<file path="src/rtl/ddr3_app_arbiter.sv">
// Round-robin arbiter sharing one MIG DDR3 app interface between two single-command requesters.
// Read data is steered back to the issuing requester through an in-order tag FIFO.
module ddr3_app_arbiter #(
    parameter int pDATA_WIDTH = 32,
    parameter int pADDR_WIDTH = 30,
    parameter int pMASK_WIDTH = 4,
    parameter int pTAG_DEPTH  = 16
) (
    input  logic                         clk,
    input  logic                         reset,
    input  logic                         init_calib_complete,
    input  logic                         r0_req,
    input  logic                         r0_write,
    input  logic [pADDR_WIDTH-1:0]       r0_addr,
    input  logic [pDATA_WIDTH-1:0]       r0_wdata,
    input  logic [pMASK_WIDTH-1:0]       r0_mask,
    output logic                         r0_ack,
    output logic                         r0_rd_valid,
    output logic                         r0_rd_last,
    output logic [pDATA_WIDTH-1:0]       r0_rd_data,
    input  logic                         r1_req,
    input  logic                         r1_write,
    input  logic [pADDR_WIDTH-1:0]       r1_addr,
    input  logic [pDATA_WIDTH-1:0]       r1_wdata,
    input  logic [pMASK_WIDTH-1:0]       r1_mask,
    output logic                         r1_ack,
    output logic                         r1_rd_valid,
    output logic                         r1_rd_last,
    output logic [pDATA_WIDTH-1:0]       r1_rd_data,
    output logic [pADDR_WIDTH-1:0]       app_addr,
    output logic [2:0]                   app_cmd,
    output logic                         app_en,
    output logic [pDATA_WIDTH-1:0]       app_wdf_data,
    output logic [pMASK_WIDTH-1:0]       app_wdf_mask,
    output logic                         app_wdf_wren,
    output logic                         app_wdf_end,
    output logic                         app_sr_req,
    output logic                         app_ref_req,
    output logic                         app_zq_req,
    input  logic                         app_rdy,
    input  logic                         app_wdf_rdy,
    input  logic [pDATA_WIDTH-1:0]       app_rd_data,
    input  logic                         app_rd_data_valid,
    input  logic                         app_rd_data_end,
    output logic                         busy,
    output logic [$clog2(pTAG_DEPTH):0]  rd_outstanding,
    output logic                         err_underflow
);
    localparam int PW = $clog2(pTAG_DEPTH);
    localparam int CW = PW + 1;

    typedef enum logic {IDLE, ISSUE} state_t;

    state_t                   state_q, state_d;
    logic                     owner_q, owner_d;
    logic                     last_q, last_d;
    logic                     wr_q, wr_d;
    logic [pADDR_WIDTH-1:0]   addr_q, addr_d;
    logic [pDATA_WIDTH-1:0]   wdata_q, wdata_d;
    logic [pMASK_WIDTH-1:0]   mask_q, mask_d;
    logic                     cmd_done_q, cmd_done_d;
    logic                     data_done_q, data_done_d;

    logic                     tag_mem_q [pTAG_DEPTH];
    logic [PW-1:0]            wptr_q, rptr_q;
    logic [CW-1:0]            cnt_q;

    logic                     rv0_q, rv1_q, rlast_q, err_q;
    logic [pDATA_WIDTH-1:0]   rdata_q;

    logic fifo_full, fifo_empty, push, pop, head;
    logic elig0, elig1, grant_id, cmd_ok, data_ok, done;

    always_comb begin
        fifo_full  = (cnt_q == CW'(pTAG_DEPTH));
        fifo_empty = (cnt_q == '0);
        elig0      = r0_req & init_calib_complete & (r0_write | ~fifo_full);
        elig1      = r1_req & init_calib_complete & (r1_write | ~fifo_full);
        // Ties go to whoever did not win last time.
        grant_id   = (elig0 & elig1) ? ~last_q : elig1;
        cmd_ok     = cmd_done_q | app_rdy;
        data_ok    = ~wr_q | data_done_q | app_wdf_rdy;
        done       = (state_q == ISSUE) & cmd_ok & data_ok;
        push       = (state_q == ISSUE) & ~cmd_done_q & app_rdy & ~wr_q;
        pop        = app_rd_data_valid & app_rd_data_end & ~fifo_empty;
        head       = tag_mem_q[rptr_q];
    end

    always_comb begin
        state_d     = state_q;
        owner_d     = owner_q;
        last_d      = last_q;
        wr_d        = wr_q;
        addr_d      = addr_q;
        wdata_d     = wdata_q;
        mask_d      = mask_q;
        cmd_done_d  = cmd_done_q;
        data_done_d = data_done_q;
        case (state_q)
            IDLE: begin
                if (elig0 | elig1) begin
                    state_d     = ISSUE;
                    owner_d     = grant_id;
                    last_d      = grant_id;
                    wr_d        = grant_id ? r1_write : r0_write;
                    addr_d      = grant_id ? r1_addr  : r0_addr;
                    wdata_d     = grant_id ? r1_wdata : r0_wdata;
                    mask_d      = grant_id ? r1_mask  : r0_mask;
                    cmd_done_d  = 1'b0;
                    data_done_d = 1'b0;
                end
            end
            ISSUE: begin
                cmd_done_d  = cmd_done_q | app_rdy;
                data_done_d = data_done_q | (wr_q & app_wdf_rdy);
                if (done) state_d = IDLE;
            end
            default: state_d = IDLE;
        endcase
    end

    always_ff @(posedge clk) begin
        if (reset) begin
            state_q     <= IDLE;
            owner_q     <= 1'b0;
            last_q      <= 1'b1;
            wr_q        <= 1'b0;
            addr_q      <= '0;
            wdata_q     <= '0;
            mask_q      <= '0;
            cmd_done_q  <= 1'b0;
            data_done_q <= 1'b0;
            wptr_q      <= '0;
            rptr_q      <= '0;
            cnt_q       <= '0;
            rv0_q       <= 1'b0;
            rv1_q       <= 1'b0;
            rlast_q     <= 1'b0;
            rdata_q     <= '0;
            err_q       <= 1'b0;
        end else begin
            state_q     <= state_d;
            owner_q     <= owner_d;
            last_q      <= last_d;
            wr_q        <= wr_d;
            addr_q      <= addr_d;
            wdata_q     <= wdata_d;
            mask_q      <= mask_d;
            cmd_done_q  <= cmd_done_d;
            data_done_q <= data_done_d;
            if (push) wptr_q <= wptr_q + PW'(1);
            if (pop)  rptr_q <= rptr_q + PW'(1);
            if (push & ~pop)      cnt_q <= cnt_q + CW'(1);
            else if (pop & ~push) cnt_q <= cnt_q - CW'(1);
            // Beats arriving with no outstanding tag are dropped and flagged.
            rv0_q   <= app_rd_data_valid & ~fifo_empty & ~head;
            rv1_q   <= app_rd_data_valid & ~fifo_empty & head;
            rlast_q <= app_rd_data_valid & ~fifo_empty & app_rd_data_end;
            if (app_rd_data_valid & ~fifo_empty) rdata_q <= app_rd_data;
            err_q   <= err_q | (app_rd_data_valid & fifo_empty);
        end
    end

    always_ff @(posedge clk) begin
        if (push) tag_mem_q[wptr_q] <= owner_q;
    end

    always_comb begin
        app_en         = (state_q == ISSUE) & ~cmd_done_q;
        app_wdf_wren   = (state_q == ISSUE) & wr_q & ~data_done_q;
        app_wdf_end    = app_wdf_wren;
        app_cmd        = wr_q ? 3'b000 : 3'b001;
        app_addr       = addr_q;
        app_wdf_data   = wdata_q;
        app_wdf_mask   = mask_q;
        app_sr_req     = 1'b0;
        app_ref_req    = 1'b0;
        app_zq_req     = 1'b0;
        r0_ack         = done & ~owner_q;
        r1_ack         = done & owner_q;
        r0_rd_valid    = rv0_q;
        r1_rd_valid    = rv1_q;
        r0_rd_last     = rv0_q & rlast_q;
        r1_rd_last     = rv1_q & rlast_q;
        r0_rd_data     = rdata_q;
        r1_rd_data     = rdata_q;
        busy           = (state_q != IDLE) | ~fifo_empty;
        rd_outstanding = cnt_q;
        err_underflow  = err_q;
    end
endmodule

</file>
<file path="config.mk">
export PLATFORM = sky130hd
export DESIGN_NAME = ddr3_app_arbiter
export DESIGN_NICKNAME = d
export VERILOG_FILES = /design/src/rtl/ddr3_app_arbiter.sv
export SDC_FILE = /design/constraint.sdc
export NUM_CORES = 1
export LEC_CHECK = 0
export CORE_MARGIN = 2
export CORE_UTILIZATION = 30
export CTS_CLUSTER_SIZE = 24
export DETAILED_ROUTE_END_ITERATION = 8
export PLACE_DENSITY_LB_ADDON = 0.2
export SLEW_MARGIN = 0
export SYNTH_ARGS = -nofsm -noshare
export SYNTH_HDL_FRONTEND = slang
export SYNTH_SLANG_ARGS = --single-unit
export TNS_END_PERCENT = 30
</file>
<file path="constraint.sdc">
create_clock -name clk -period 4.2 [get_ports clk]
set_input_delay 1.05 -clock clk [delete_from_list [all_inputs] [get_ports clk]]
set_output_delay 1.05 -clock clk [all_outputs]
set_load 0.005 [all_outputs]
</file>
==> metrics.md, run 1 <==
| Metric | Value |
|---|---|
| Outcome | `finished clean` |
| Syn. warnings | `0` |
| TritonCTS clock tree | `yes` |
| Worst-skew pair later-pin latency | `roughly 420 ps` |
| Root Driver | `clkbuf_16` |
| CP startpoint | `app_rdy` |
| ANT nets after route | `0` |
| Sequential share of power | `0.344` |
| CTS Buf Count | `17` |
| Sink Count | `~140` |
| Synth Flop Type | `dfxtp_1` |
| DRC errors left | `0` |
| Postcts setup bufs | `0` |
| Core Rows | `52` |
| Port bufs | `~320` |
| Diodes inserted | `0` |
| Number of synthesized flops with an enable pin | `16` |
| Switching power | `around 1.6 mW` |
| Post-layout min period | `roughly 3400 ps` |
| Grt ovf | `0` |
| Worst Setup EP | `r0_ack` |
| Reg clk slew, reported paths | `approximately 60 ps` |
| Reg2reg start | `rd_outstanding[0]` |
| Crit. End Element | `output pin` |
| Dpl hpwl | `approximately 15 mm` |
| Peak Freq | `just under 300 MHz` |
| Hold path depth | `2` |
| Synthesized cell area | `6210 sq um` |
| Syn_area_per_cell | `8.46 sq um` |
| CP Max Fanout | `3` |
| Setup Total Neg Slack | `0 ps` |
| Worst reg2reg path endpoint | `rd_outstanding[4]` |
| Clock Power Share | `0.294` |
| Vias/cell | `4.70` |
| PostCTS Resize Cnt | `0` |
| Comb pwr share | `0.361` |
| Die width | `148 um` |
| 1st-iter DRT viols | `between 200 and 300` |
| H-tree levels | `4` |
| Layout Skew | `7.79 ps` |
| Tightest Pin Transition | `around 650 ps` |
| Synth Register Bits | `141` |
| Layout cells sized above 1 | `0.0546` |
| Area leader, netlist | `dfxtp_1` |
| Fillers | `a little under 2000` |
| Nets | `1182` |
| CTS Hold Bufs | `0` |
| Final GP Congestion | `between 0.7 and 0.8` |
| Worst setup SP type | `primary input` |
| Req. time, crit path | `3150 ps` |
| Synth cell types | `44` |
| Final Non-Filler Cells | `1277` |
| Final period util | `0.821` |
| Worst Hold Class | `flop to flop` |
| Final setup vio count | `0` |
| Relative slew margins | `0.569` |
| Top cells by area in the synthesized netlist | `dfxtp_1 (40%), a21oi_1 (8.8%), nand2_1 (8.7%)` |
| Sequential share of the synthesized area | `0.480` |
| Worst reg-to-reg path cell count | `11` |
| Max-slew violations | `0` |
| Post-placement cell count | `1247` |
| Post-synth top area share | `0.403` |
| Largest net degree at the start of global routing | `74` |
| End-of-flow core utilization | `0.491` |
| Initial Util | `0.306` |
| Leakage | `about 3.8 nW` |
| Die H | `between 100 and 150 um` |
| Cells after Synth | `~730` |
| Full die area | `between 20000 and 25000 sq um` |
| Critical Path AT | `~2400 ps` |
| FF-to-FF setup slack | `1370 ps` |
| Maximum VDD drop | `around 250 uV` |
| Net Sw Frac | `0.308` |
| PwrDens | `520 nW/um^2` |
| Global-route usage over all layers | `0.185` |
| Int Pwr | `3.59 mW` |
| Antenna violations before repair | `0` |
| DRT Pass-1 Iters | `7` |
| Max-cap violations | `0` |
| Vias in the first global route | `around 5600` |
| RSZ-0062 raised after global routing | `false` |
| DR WL/cell | `approximately 16 um` |
| Final hold violation count | `0` |
| Max Buffers Root-to-Sink | `2` |
| FFs w/ async S/R, synth | `0` |
| Final worst setup slack | `around 750 ps` |
| Synth-to-Final Area Change | `60.4%` |
| Via count | `between 6000 and 7000` |
| Global-route wire length before repair | `around 31 mm` |
| Tot Pwr | `approximately 5.2 mW` |
| Wirelength, routed | `~21 mm` |
| Worst slack, placed | `between 500 and 600 ps` |
| IO Pins | `between 300 and 400` |
| Core area | `between 20000 and 25000 sq um` |
| Crit Path Category | `primary input to output pin` |
==> layout make-up <==
class                   instances  area, sq um  share of cell area
flip-flops and latches        141         2980               0.299
multi-input cells             496         2670               0.267
clock buffers                  21          492              0.0493
well taps                     270          338              0.0339
clock inverters                 9          109              0.0109
inverters                      10         37.5             0.00377
repair buffers                330         3340               0.335
==> cell usage in the layout, fill, tap and decap left out, drive strengths merged, types with 2 or more instances in the layout <==
cell type,instances
clkdlybuf4s50,320
nand2,144
dfxtp,125
a21oi,109
nor2,101
a211oi,66
clkbuf,21
edfxtp,16
inv,11
ha,10
buf,10
xor2,7
nor3,6
nand3,5
mux4,5
conb,5
clkinv,5
and2,4
a31oi,3
or3,3
o21ai,3
nor2b,2
nand2b,2
mux2i,2
nand4,2
nor3b,2
bufinv,2
==> synth_stat cells, drive strengths merged (5+ instances only) <==
| cell type | number |
|---|---|
| a21oi | 109 |
| nor3 | 6 |
| edfxtp | 16 |
| nor2 | 101 |
| mux4 | 5 |
| dfxtp | 125 |
| nand3 | 5 |
| buf | 51 |
| ha | 10 |
| clkbuf | 40 |
| xor2 | 7 |
| nand2 | 144 |
| a211oi | 66 |
| inv | 10 |
==> through the flow <==
stage | cell area [sq um] | hold slack (ps)
2_1_floorplan | 6230 | 459
3_3_place_gp | 9360 | 456
3_5_place_dp | 9360 | 463
4_1_cts | 9960 | 471
5_1_grt | 9960 | 483
6_report | 9960 | 469
==> worst min path at each step <==
stage,start,endpoint,slack (ps)
CTS,r0_rd_data[19],r0_rd_data[19],470
detailed placement,r0_rd_data[19],r0_rd_data[19],460
floorplan,rptr_q[3],flop,460
finish,err_underflow,err_underflow,470
global route,r0_rd_data[19],r0_rd_data[19],480
global placement,r0_rd_data[2],r0_rd_data[2],460
==> sequential cells by signal, summed over array words and instances, names as in the netlist, 4 cells and up, named ones only <==
name and flops:
rd_outstanding 5, wptr_q 4, rptr_q 4, tag_mem_q 16, app_wdf_mask 4, app_wdf_data 32
app_addr 30, r0_rd_data 32
==> worst max-delay path, cell delays in order <==
cell             delay (ps)
clkdlybuf4s50_1         510
o21a_1                  130
o31ai_1                 100
nor2_1                  100
clkdlybuf4s50_1         520
==> power groups by stage <==
stage                     combinational, mW  clock (mW)  sequential [mW]
after global placement                 1.88           0             1.81
after CTS                              1.90        1.57             1.79
after detailed placement               1.89           0             1.82
after global routing                   2.05        1.62             1.82
after floorplan                       0.953           0             1.80
final                                  1.87        1.52             1.78
==> cell families (layout without fill, tap and decap cells) <==
kind of cell | Yosys count | after routing | synth area share
other cells | 1 | 5 | 0.000604
compound gates | 190 | 190 | 0.189
buf+inv | 101 | 370 | 0.0951
simple gates | 274 | 274 | 0.177
mux | 8 | 8 | 0.0232
flops | 141 | 141 | 0.480
xor+xnor | 8 | 8 | 0.0113
fa+ha+maj | 11 | 11 | 0.0234
==> layer usage <==
layer  global-route usage  up-vias  routed length [um]
met5                    0        -                   0
met1                0.232     2775                9020
li1                     -     2991                   -
met3               0.0460       20                1340
met4               0.0590        0                 288
met2                0.312      220               10200
Note: power is estimated with default switching activity, not from simulation.
==> run 2, diff against run 1 <==
==> constraint.sdc (replaced) <==
create_clock -name clk -period 3.3 [get_ports clk]
set_input_delay 0.825 -clock clk [delete_from_list [all_inputs] [get_ports clk]]
set_output_delay 0.825 -clock clk [all_outputs]
set_load 0.005 [all_outputs]
==> run 2 against run 1 <==
Effect of this change: cell count grew 0.70%; sequential cell count is the same; worst hold slack lost 3.7 ps; first-iteration DRC count shrank 2.8%; critical path type is now flop to output pin; via count grew 0.57%; cell area grew 0.60%; global-route usage grew 0.13 points; register-to-register slack lost 760 ps; clock-buffer cell count shrank 4; combinational power grew 28%.
==> metrics.md, run 2 (synthesis gave the netlist of run 1 again) <==
| Metric | Value |
|---|---|
| Outcome | `finished clean` |
| Final GP Congestion | `0.750 (about the same)` |
| Relative slew margins | `0.564 (-0.00447)` |
| Max Buffers Root-to-Sink | `2 (unchanged)` |
| H-tree levels | `4 (unchanged)` |
| Grt ovf | `0 (unchanged)` |
| Req. time, crit path | `2470 ps (-680 ps)` |
| Worst slack, placed | `105 ps (-408 ps)` |
| Layout cells sized above 1 | `0.0621 (+0.00745)` |
| RSZ-0062 raised after global routing | `false` |
| Core area | `20300 sq um (unchanged)` |
| Worst Hold Class | `flop to flop` |
| Synth-to-Final Area Change | `61.4%` |
| Root Driver | `clkbuf_16` |
| Die H | `148 um (unchanged)` |
| ANT nets after route | `0 (unchanged)` |
| Nets | `1188 (+0.51%)` |
| Final setup vio count | `0 (unchanged)` |
| Post-layout min period | `3050 ps` |
| Layout Skew | `10.5 ps (+2.67 ps)` |
| Largest net degree at the start of global routing | `74 (unchanged)` |
| DRT Pass-1 Iters | `4 (-3)` |
| PwrDens | `667 nW/um^2 (+28%)` |
| DRC errors left | `0 (unchanged)` |
| Leakage | `3.79 nW (+0.76%)` |
| 1st-iter DRT viols | `274 (-2.8%)` |
| Tot Pwr | `6.69 mW (+29%)` |
| Maximum VDD drop | `320 uV (+28%)` |
| CP Max Fanout | `6 (+3)` |
| Via count | `6040 (+0.57%)` |
| Die width | `148 um (unchanged)` |
| Full die area | `21900 sq um (unchanged)` |
| Finished Cell Area | `10000 sq um (+0.60%)` |
| Max-cap violations | `0 (unchanged)` |
| Final worst setup slack | `247 ps (-504 ps)` |
| Dpl hpwl | `14.8 mm (+1.2%)` |
| TritonCTS clock tree | `yes` |
| Worst-skew pair later-pin latency | `420 ps (about the same)` |
| Wirelength, routed | `21.0 mm (+0.78%)` |
| Antenna violations before repair | `1 (+1)` |
| CTS Hold Bufs | `0 (unchanged)` |
| Port bufs | `321 (unchanged)` |
| Most common cell after layout, fill and taps aside | `clkdlybuf4s50_1` |
| Area after DPL | `9410 sq um (+0.48%)` |
| Setup Total Neg Slack | `0 ps (unchanged)` |
| Initial Util | `0.306 (unchanged)` |
| Vias in the first global route | `5582 (-0.14%)` |
| Final period util | `0.925` |
| Crit. End Element | `output pin` |
| Peak Freq | `approximately 330 MHz` |
| Global-route wire length before repair | `31.7 mm (+0.86%)` |
| Max-slew violations | `0 (unchanged)` |
| Postcts setup bufs | `0 (unchanged)` |
| Crit Path Category | `flop to output pin` |
| Final hold violation count | `0 (unchanged)` |
| Most frequent cells in the layout | `clkdlybuf4s50_1 (320), nand2_1 (143), dfxtp_1 (125)` |
| Reg clk slew, reported paths | `60 ps (about the same)` |
| Critical Path AT | `2230 ps (-170 ps)` |
| Global-route usage over all layers | `0.186 (+0.00133)` |
| PostCTS Resize Cnt | `0 (unchanged)` |
| Worst setup SP type | `flop` |
| DR WL/cell | `16.3 um (about the same)` |
| Tightest Pin Transition | `653 ps (+6.70 ps)` |
| CTS Buf Count | `17 (unchanged)` |
| Core Rows | `52 (unchanged)` |
| IO Pins | `327 (unchanged)` |
| Sink Count | `141 (unchanged)` |
| Vias/cell | `4.70 (-0.14%)` |
[run 2: cell count changes in the layout (fill, tap and decap cells not counted), sizes merged]
cell      change
buf           +6
diode         +1
clkinvlp      +1
clkbuf        -4
bufinv        +1
inv           +4
[run 2: cell type report]
class | count | area, sq um
fill | 1982 | 10300
timing repair buffer | 336 | 3390
sequential | 141 | 2980
multi-input combinational | 496 | 2670
clock buffer | 17 | 425
tap | 270 | 338
clock inverter | 15 | 188
inverter | 10 | 37.5
antenna | 1 | 2.50
[run 2: stage by stage]
step / utilization / hold slack (ps) / instances
final: 0.494 / 465 / 1286
after detailed placement: 0.464 / 460 / 1253
after floorplan: - / 459 / 738
after global routing: 0.494 / 493 / 1286
after global placement: 0.464 / 453 / 1253
after CTS: 0.494 / 469 / 1285
[run 2: power by group]
group | internal [mW] | switching, mW | total [mW]
sequential | 2.04 | 0.235 | 2.27
combinational | 1.33 | 1.07 | 2.40
clock | 1.20 | 0.815 | 2.02
total | 4.57 | 2.12 | 6.69
[run 2: path summary, 6_finish.rpt]
path / startpoint / endpoint / slack, ps / cells past startpoint
worst max register to register: rd_outstanding[0] / rd_outstanding[4] / 610 / 12
worst min-delay path: r0_rd_data[0] / r0_rd_data[0] / 460 / 2
worst max-delay path: rd_outstanding[0] / busy / 250 / 3
worst min register to register: r0_rd_data[0] / r0_rd_data[0] / 460 / 2
[run 2: routing by layer]
| metal | part of all wire | up-vias | track usage | wire length [um] |
|---|---|---|---|---|
| met3 | 0.062 | 31 | 0.0460 | 1300 |
| met5 | 0 | - | 0 | 0 |
| met2 | 0.47 | 227 | 0.299 | 9780 |
| li1 | - | 2998 | - | - |
| met1 | 0.44 | 2784 | 0.237 | 9200 |
| met4 | 0.033 | 0 | 0.0848 | 694 |
[run 2: worst max-delay path, cell delays in order (launching register included)]
cell and delay [ps]:
dfxtp_1 380, or4_4 600, or3_1 340, clkdlybuf4s50_1 480
==> run 3, diff against run 2 <==
--- a/config.mk
+++ b/config.mk
@@ -6,7 +6,7 @@
 export NUM_CORES = 1
 export LEC_CHECK = 0
 export CORE_MARGIN = 2
-export CORE_UTILIZATION = 30
+export CORE_UTILIZATION = 40
 export CTS_CLUSTER_SIZE = 24
 export DETAILED_ROUTE_END_ITERATION = 8
 export PLACE_DENSITY_LB_ADDON = 0.2
==> run 3 against run 2 <==
Effect of this change: non-clock buffer count increased by 3; combinational power hardly changed; cell count fell by 6.2%; die area is 24% lower; register-to-register slack better by 20 ps; critical path type unchanged; worst hold slack is essentially flat; sequential share of layout area increased by 0.28 points.
==> metrics.md, run 3 (synthesis gave the netlist of run 1 again) <==
| Metric | Value |
|---|---|
| CTS Hold Bufs | `0 (unchanged)` |
| Dpl hpwl | `13.7 mm (-7.5%)` |
| Root Driver | `clkbuf_16` |
| Final setup vio count | `0 (unchanged)` |
| Die width | `129 um (-13%)` |
| Initial Util | `0.409 (+0.103)` |
| CTS Buf Count | `17 (unchanged)` |
| Crit path max-delay family | `simple AND/OR/NAND/NOR gates` |
| FF-to-FF setup slack | `630 ps (+20 ps)` |
| Slowest cell on the critical path | `or4_4` |
| Postcts setup bufs | `0 (unchanged)` |
| CP startpoint | `rd_outstanding[0]` |
| Maximum VDD drop | `397 uV (+24%)` |
| Core Rows | `45 (-13%)` |
| 1st-iter DRT viols | `211 (-23%)` |
| Port bufs | `321 (unchanged)` |
| Global-route usage over all layers | `0.229 (+0.0428)` |
| Final worst setup slack | `283 ps (+36.2 ps)` |
| Reg clk slew, reported paths | `60 ps (about the same)` |
| Crit. End Element | `output pin` |
| Most common cell after layout, fill and taps aside | `clkdlybuf4s50_1` |
| Net Sw Frac | `0.298 (-0.0193)` |
| Diodes inserted | `0 (-1)` |
| CP Cell Sequence | `or4_4 -> or3_1 -> clkdlybuf4s50_1` |
| Setup Total Neg Slack | `0 ps (unchanged)` |
| PostCTS Resize Cnt | `0 (unchanged)` |
| Hold path depth | `2 (unchanged)` |
| Die H | `129 um (-13%)` |
| Int Pwr | `4.64 mW (+1.6%)` |
| Largest net degree at the start of global routing | `69 (-6.8%)` |
| PwrDens | `665 nW/um^2 (-0.30%)` |
| Fillers | `1329 (-33%)` |
| Synth-to-Final Area Change | `59.9%` |
| Most frequent cells in the layout | `clkdlybuf4s50_1 (320), nand2_1 (143), dfxtp_1 (125)` |
| Vias/cell | `4.99 (+6.2%)` |
| Peak Freq | `331 MHz (+1.2%)` |
| DRC errors left | `0 (unchanged)` |
| Highest cell delay on the worst timing path | `610 ps (about the same)` |
| Final hold violation count | `0 (unchanged)` |
| Final GP Congestion | `0.840 (+12%)` |
| Worst setup SP type | `flop` |
| Crit Path Category | `flop to output pin` |
| Sequential share of power | `0.341 (+0.002)` |
| H-tree levels | `4 (unchanged)` |
| Max-cap violations | `0 (unchanged)` |
| Layout Skew | `10.3 ps (-0.200 ps)` |
| Grt ovf | `0 (unchanged)` |
| DRT Pass-1 Iters | `4 (unchanged)` |
| Wirelength, routed | `19.2 mm (-8.4%)` |
| Full die area | `16500 sq um (-24%)` |
| ANT nets after route | `0 (unchanged)` |
| Nets | `1191 (+0.25%)` |
| Worst reg-to-reg path cell count | `11 (-1)` |
| Final period util | `0.914 (-0.0110)` |
| Hold Slack | `465 ps (-0.387 ps)` |
| Max Buffers Root-to-Sink | `2 (unchanged)` |
| Clock Power Share | `0.294 (-0.008)` |
| TritonCTS clock tree | `yes` |
| Reg2reg start | `rd_outstanding[0]` |
| Tightest Pin Transition | `710 ps (+57.2 ps)` |
| Req. time, crit path | `2470 ps (about the same)` |
| Switching power | `1.97 mW (-7.2%)` |
| Vias in the first global route | `5672 (+1.6%)` |
| Sink Count | `141 (unchanged)` |
| Worst-skew pair later-pin latency | `420 ps (about the same)` |
| Via count | `6016 (-0.40%)` |
| Antenna violations before repair | `1 (unchanged)` |
| Layout cells sized above 1 | `0.0570 (-0.00509)` |
| RSZ-0062 raised after global routing | `false` |
| Critical Path AT | `2190 ps (-40 ps)` |
| End-of-flow core utilization | `0.653 (+0.159)` |
| Outcome | `finished clean` |
| IO Pins | `327 (unchanged)` |
| CP Buf/Inv Count | `1 (unchanged)` |
| Core area | `15200 sq um (-25%)` |
| Global-route wire length before repair | `29.6 mm (-6.7%)` |
| Worst Hold Class | `flop to flop` |
| Relative slew margins | `0.527 (-0.0376)` |
| Comb pwr share | `0.364 (+0.005)` |
| CP Max Fanout | `6 (unchanged)` |
| Leakage | `3.80 nW (+0.25%)` |
| Hold_sp | `r0_rd_data[30]` |
| Max-slew violations | `0 (unchanged)` |
| Post-layout min period | `3020 ps (-36.2 ps)` |
| Worst slack, placed | `156 ps (+51.4 ps)` |
| Crit. path cell count | `3 (unchanged)` |
| DR WL/cell | `15.9 um (-2.3%)` |
## run 3: layout make-up
type / instances / area (sq um) / share of cell area
Multi-Input combinational cell: 496 / 2670 / 0.268
Sequential cell: 141 / 2980 / 0.300
Timing Repair Buffer: 339 / 3420 / 0.344
Tap cell: 188 / 235 / 0.0237
Clock inverter: 9 / 143 / 0.0144
Inverter: 10 / 37.5 / 0.00378
Clock buffer: 23 / 448 / 0.0451
## run 3: path summary, 6_finish.rpt
check,endpoint
worst max register to register,rd_outstanding[4]
worst min-delay path,r0_rd_data[30]
worst min register to register,r0_rd_data[30]
worst max-delay path,busy
## run 3: power by group through the flow
stage                     sequential (mW)  clock (mW)  combinational (mW)
after floorplan                      2.29           0                1.21
after global placement               2.29           0                2.40
final                                2.26        1.94                2.41
after CTS                            2.26        1.98                2.43
after detailed placement             2.29           0                2.42
after global routing                 2.30        2.06                2.65
## run 3: metrics by stage
stage	instance area [sq um]	power, mW	instances
detailed placement	9340	4.71	1174
CTS	9930	6.67	1206
global placement	9340	4.69	1174
global route	9930	7.01	1206
floorplan	6230	3.50	738
finish	9930	6.61	1206
## run 3: layer usage
layer  GRT usage  routed length (um)  up-vias
met5           0                  13        -
met1       0.269                7640     2716
met3      0.0902                1780       44
li1            -                   -     3003
met4      0.0953                 583        2
met2       0.375                9220      251
## run 3: worst register-to-register path: cells and delay by family, from the launching register on
kind                       cells  cell delay (ps)
AOI/OAI and AO/OA              3              420
adders and majority gates      2              410
buffers and inverters          2              220
DFF                            1              360
muxes                          2              550
and+or+nand+nor                2              590
